$ cat src/rtl/matmul_addr_gen.sv
// matmul_addr_gen: loop-nest index and address generator for C[i][j] += A[i][k]*B[k][j].
// Walks i-outer, j-middle, k-inner and presents one tuple per handshake.
// Addresses are built with incremental adds only. The add strides come from the
// dimensions latched when the run starts.
//
// state | meaning
// IDLE  | waiting for start; dims and bases sampled on an accepted start
// RUN   | tuple on the outputs, advances on each out_valid && out_ready
// DONE  | one-cycle done pulse after the final tuple, then back to IDLE
module matmul_addr_gen #(
  parameter int IDX_W  = 32,
  parameter int ADDR_W = 32
) (
  input  logic              clk,
  input  logic              reset,
  input  logic              start,
  input  logic [IDX_W-1:0]  num_i,
  input  logic [IDX_W-1:0]  num_j,
  input  logic [IDX_W-1:0]  num_k,
  input  logic [ADDR_W-1:0] base_a,
  input  logic [ADDR_W-1:0] base_b,
  input  logic [ADDR_W-1:0] base_c,
  output logic              out_valid,
  input  logic              out_ready,
  output logic [IDX_W-1:0]  idx_i,
  output logic [IDX_W-1:0]  idx_j,
  output logic [IDX_W-1:0]  idx_k,
  output logic [ADDR_W-1:0] addr_a,
  output logic [ADDR_W-1:0] addr_b,
  output logic [ADDR_W-1:0] addr_c,
  output logic              first_k,
  output logic              last_k,
  output logic              busy,
  output logic              done,
  output logic              err_zero
);

  typedef enum logic [1:0] {IDLE, RUN, DONE} state_t;

  localparam logic [IDX_W-1:0]  ONE_I = IDX_W'(1);
  localparam logic [ADDR_W-1:0] ONE_A = ADDR_W'(1);

  state_t             state;
  logic [IDX_W-1:0]   n_i, n_j, n_k;
  logic [ADDR_W-1:0]  base_b_q;
  logic [ADDR_W-1:0]  row_a;   // address of A[i][0]
  logic [ADDR_W-1:0]  col_b;   // address of B[0][j]

  logic               i_max, j_max, k_max;
  logic [ADDR_W-1:0]  n_j_ext, n_k_ext;

  // Loop-end detection and zero-extended strides
  always_comb begin
    i_max   = (idx_i == n_i - ONE_I);
    j_max   = (idx_j == n_j - ONE_I);
    k_max   = (idx_k == n_k - ONE_I);
    n_j_ext = ADDR_W'(n_j);
    n_k_ext = ADDR_W'(n_k);
  end

  // Accumulator flags follow the registered k index; latched n_k of 0 after reset keeps last_k low
  assign first_k = (idx_k == '0);
  assign last_k  = k_max;

  // Controller: start/latch, handshake-driven advance, done and error pulses
  always_ff @(posedge clk or negedge reset) begin
    if (!reset) begin
      state     <= IDLE;
      n_i       <= '0;
      n_j       <= '0;
      n_k       <= '0;
      base_b_q  <= '0;
      row_a     <= '0;
      col_b     <= '0;
      idx_i     <= '0;
      idx_j     <= '0;
      idx_k     <= '0;
      addr_a    <= '0;
      addr_b    <= '0;
      addr_c    <= '0;
      out_valid <= 1'b0;
      busy      <= 1'b0;
      done      <= 1'b0;
      err_zero  <= 1'b0;
    end else begin
      done     <= 1'b0;
      err_zero <= 1'b0;
      case (state)
        IDLE: begin
          if (start) begin
            if (num_i == '0 || num_j == '0 || num_k == '0) begin
              err_zero <= 1'b1;
            end else begin
              n_i       <= num_i;
              n_j       <= num_j;
              n_k       <= num_k;
              base_b_q  <= base_b;
              row_a     <= base_a;
              col_b     <= base_b;
              idx_i     <= '0;
              idx_j     <= '0;
              idx_k     <= '0;
              addr_a    <= base_a;
              addr_b    <= base_b;
              addr_c    <= base_c;
              out_valid <= 1'b1;
              busy      <= 1'b1;
              state     <= RUN;
            end
          end
        end
        RUN: begin
          if (out_valid && out_ready) begin
            if (!k_max) begin
              idx_k  <= idx_k + ONE_I;
              addr_a <= addr_a + ONE_A;
              addr_b <= addr_b + n_j_ext;
            end else if (!j_max) begin
              idx_k  <= '0;
              idx_j  <= idx_j + ONE_I;
              addr_a <= row_a;
              col_b  <= col_b + ONE_A;
              addr_b <= col_b + ONE_A;
              addr_c <= addr_c + ONE_A;
            end else if (!i_max) begin
              idx_k  <= '0;
              idx_j  <= '0;
              idx_i  <= idx_i + ONE_I;
              row_a  <= row_a + n_k_ext;
              addr_a <= row_a + n_k_ext;
              col_b  <= base_b_q;
              addr_b <= base_b_q;
              addr_c <= addr_c + ONE_A;
            end else begin
              out_valid <= 1'b0;
              busy      <= 1'b0;
              done      <= 1'b1;
              state     <= DONE;
            end
          end
        end
        DONE: begin
          state <= IDLE;
        end
        default: begin
          state <= IDLE;
        end
      endcase
    end
  end

endmodule

$ cat config.mk
export PLATFORM = sky130hd
export DESIGN_NAME = matmul_addr_gen
export DESIGN_NICKNAME = d
export VERILOG_FILES = /design/src/rtl/matmul_addr_gen.sv
export SDC_FILE = /design/constraint.sdc
export NUM_CORES = 1
export LEC_CHECK = 0
export ABC_AREA = 0
export CORE_MARGIN = 1.5
export CORE_UTILIZATION = 55
export CTS_CLUSTER_SIZE = 20
export DETAILED_ROUTE_END_ITERATION = 10
export GPL_TIMING_DRIVEN = 0
export HOLD_SLACK_MARGIN = 0.02
export PLACE_DENSITY = 0.78
export SYNTH_ARGS = -nofsm -noshare
export SYNTH_HDL_FRONTEND = slang
export SYNTH_SLANG_ARGS = --single-unit
$ cat constraint.sdc
create_clock -name clk -period 4.29 [get_ports clk]
set_input_delay 0.429 -clock clk [delete_from_list [all_inputs] [get_ports clk]]
set_output_delay 0.429 -clock clk [all_outputs]
set_load 0.02 [all_outputs]
==> out/results.txt <==
Synth Area in Compound Gates - 18.53%
CP Capture Point - col_b[28]
Crit. Startpoint - n_j[22]
largest family of logic cells by synthesized area - simple AND/OR/NAND/NOR gates
Routed Wire Length - 114,700 microns
Placed Area - 31,400 sq um
area of the core - 47,750 sq um
Switch Pwr - 0.01348 W
leak pwr - 14.02 nW
required time of the worst setup path - 4.83 ns
layout cells sized above 1 - 15.63%
Via Count - 28,980
post-synthesis simple-gate area fraction - 23.26%
setup ws final - -0.1961 ns
Final Core Density - 73.84%
pwr/cell area - 790.0 nW/um^2
drt initial violations - 3,850
Post-Syn Nets - 3,366
final instance area - 35,260 sq um
vias in the first global route - 27,700
Synth area leaders - dfrtp_1 (37%), mux2_2 (5.1%), xnor2_1 (4.8%)
Clock Sinks - 389
Hold Violations, Final - 0
Most Used Layer, Global Route - met2
failing checks - setup timing
CTS buffer count - 45
Total Power - 0.02785 W
Main synth FF type - dfrtp_1
Clock Tree Buf Depth - 3
# IOs - 394
Worst Path Arrival - 5.03 ns
hpwl dp - 82,630 microns
Clock transition at path regs - 0.06 ns
pin count of the biggest net entering global routing - 118
number of flops mapped to enable cells by yosys - 0
combinational share of power - 57.9%
pins over their slew limit - 0
Port Buf Inserts - 393
Nets - 3,888
fmax - 0.2229 GHz
R2R depth - 15
R2R Setup Slk - -0.20 ns
final setup fails - 127
Die H - 222.8 microns
crit path time final - 4.486 ns
top-area cell type share of the netlist area - 36.62%
Worst R2R End - col_b[28]
initial antenna violation count - 10
first-pass GRT wire length - 165,000 microns
most instantiated library cell after synthesis - dfrtp_1
GRT Overall Usage - 43.68%
internal power - 0.01437 W
Initial Util - 55.67%
Seq/Total Area, Yosys - 36.62%
XOR/XNOR share of the synthesized area - 8.172%
adder-cell share of the synthesized area - 3.578%
Worst Tran Pin Value - 1.239 ns
GR Overflow Total - 0
# rows - 80
ys async rst share - 100.0%
crit path launch type - flop
Post-Syn Instances - 3,096
Seq pwr share - 26.9%
Post-Syn Area per Cell - 8.585 sq um
Skew-Pair Late Insertion Delay - 0.62 ns
Syn-to-layout area delta - 32.65%
max cap viols - 0
skew final - 0.04934 ns
die width - 222.8 microns
multiplexer share of the synthesized area - 6.303%
Die Area - 49,650 sq um
clock power share - 15.1%
grt met3 use - 12.07%
DRC viols - 0
H-tree depth - 2
crit-path max FO - 11
RePlAce Congestion - 0.9804
vias per std cell - 6.788
drt wl/cell - 26.87 microns
FF+latch count, synth - 389
switch share - 48.40%
Hold WC Path Type - in2async
RSZ-0062 raised after global routing - true
WS Path Type - reg2reg
Routed Antenna Nets - 0
synth warn - 0
Mapped Area - 26,580 sq um
VDD IR max - 0.4556 mV
M2 GR Usage - 68.14%
met1 Resource Use GR - 54.36%
DRT Pass-1 Iters - 7
Final Cycle Share - 104.6%
Rel. slew slack - 17.40%
Synth top cells by count - dfrtp_1 (389), nand2_1 (325), nor2_1 (261), o21ai_0 (238), a21oi_1 (199)
CTS Root Cell - clkbuf_16
CP Capture Type - flop
synth unique cells - 92
RR Startpoint - n_j[22]
CTS tree - done
status - finished, violations left
area leader, netlist - dfrtp_1
-- layout by cell type (no fill, tap or decap), drive strengths merged, types with 37 or more instances in the layout --
cell type / Yosys / layout
and3: 54 / 54
dfrtp: 389 / 389
nand3: 126 / 126
nand4: 62 / 62
o21a: 37 / 37
clkbuf: 108 / 165
buf: 54 / 144
a21oi: 199 / 199
nor4: 85 / 85
nand2: 326 / 326
nor3: 82 / 82
o211ai: 37 / 37
mux2: 123 / 123
inv: 65 / 67
clkdlybuf4s50: 0 / 391
o21ai: 241 / 241
ha: 72 / 72
nor2: 261 / 261
xor2: 101 / 101
xnor2: 147 / 147
-- power by group through the flow --
| stage | clock [W] | sequential [W] | combinational (W) |
|---|---|---|---|
| after floorplan | 0 | 0.00698 | 0.00909 |
| after global placement | 0 | 0.00716 | 0.0138 |
| after detailed placement | 0 | 0.00724 | 0.0141 |
| after CTS | 0.00418 | 0.00728 | 0.0147 |
| after global routing | 0.00431 | 0.00760 | 0.0171 |
| final | 0.00422 | 0.00750 | 0.0161 |
-- how the worst min path moves through the flow --
stage,startpoint,slack (ns),to
4_1_cts,reset,0.36,n_k[16]
5_1_grt,reset,0.42,idx_k[24]
3_5_place_dp,reset,0.38,idx_k[19]
3_3_place_gp,base_b_q[26],0.48,base_b_q[26]
6_report,reset,0.36,idx_k[19]
2_1_floorplan,reset,0.13,addr_a[0]
-- area by class of cell --
type | instances | area (sq um)
clock buffers | 64 | 1318
well taps | 615 | 769.5
inverters | 65 | 246.5
flip-flops and latches | 389 | 9757
clock inverters | 18 | 255.2
plain buffers | 148 | 1042
repair buffers | 489 | 4952
multi-input cells | 2480 | 16910
diodes | 1 | 2.502
fillers | 3528 | 12490
-- flip-flops by register name (all words and copies together) (netlist names) --
name and count:
busy 1, addr_c 32, n_k 32, n_i 32, idx_i 32, idx_k 32, addr_b 32, addr_a 32
err_zero 1, state 2, col_b 32, row_a 32, base_b_q 32, done 1, n_j 32, idx_j 32
-- through the flow --
stage | TNS (ns) | setup WS (ns) | cells | hold WS (ns)
after floorplan | 0 | 0.3490 | 3096 | 0.1334
after global placement | -5921.44 | -14.52 | 4104 | 0.4844
after detailed placement | -320.62 | -1.489 | 4108 | 0.3806
after CTS | -0.01003 | -0.01003 | 4227 | 0.3638
after global routing | -22.92 | -0.2548 | 4268 | 0.4174
final | -9.721 | -0.1961 | 4269 | 0.3645
-- worst max-delay path: stages, from the launching register on --
cell,delay (ns)
dfrtp_2,0.50
or4_4,0.60
or4_1,0.59
nor4_1,0.49
a21oi_1,0.09
o21a_1,0.26
and3b_2,0.34
and4bb_4,0.34
o21ai_4,0.12
buf_6,0.17
buf_6,0.11
and2_4,0.21
buf_12,0.16
clkbuf_16,0.17
o211ai_1,0.09
o21a_1,0.14
-- kinds of logic (layout without fill, tap and decap cells) --
family,after synthesis,count (layout)
xor gates and xnor gates,248,248
and+or+nand+nor,1219,1219
DFF,389,389
other,0,1
muxes,152,152
buffers and inverters,227,784
adders and majority gates,75,75
AOI/OAI and AO/OA,786,786
-- routing by layer --
layer / vias up / wire [microns]
met5: - / 77
met4: 12 / 8229
li1: 12390 / -
met2: 2133 / 50590
met1: 13910 / 41800
met3: 537 / 13990
-- repair_timing --
item / CTS / global route
hold endpoints to repair: 54 / 0
gates cloned: 1 / 10
gates resized for setup: 167 / 243
hold buffers: 1 / 0
pin swaps: 24 / 36
setup endpoints to repair: 293 / 292
setup buffers: 43 / 37
No activity file was read; power rests on OpenSTA's default activity.
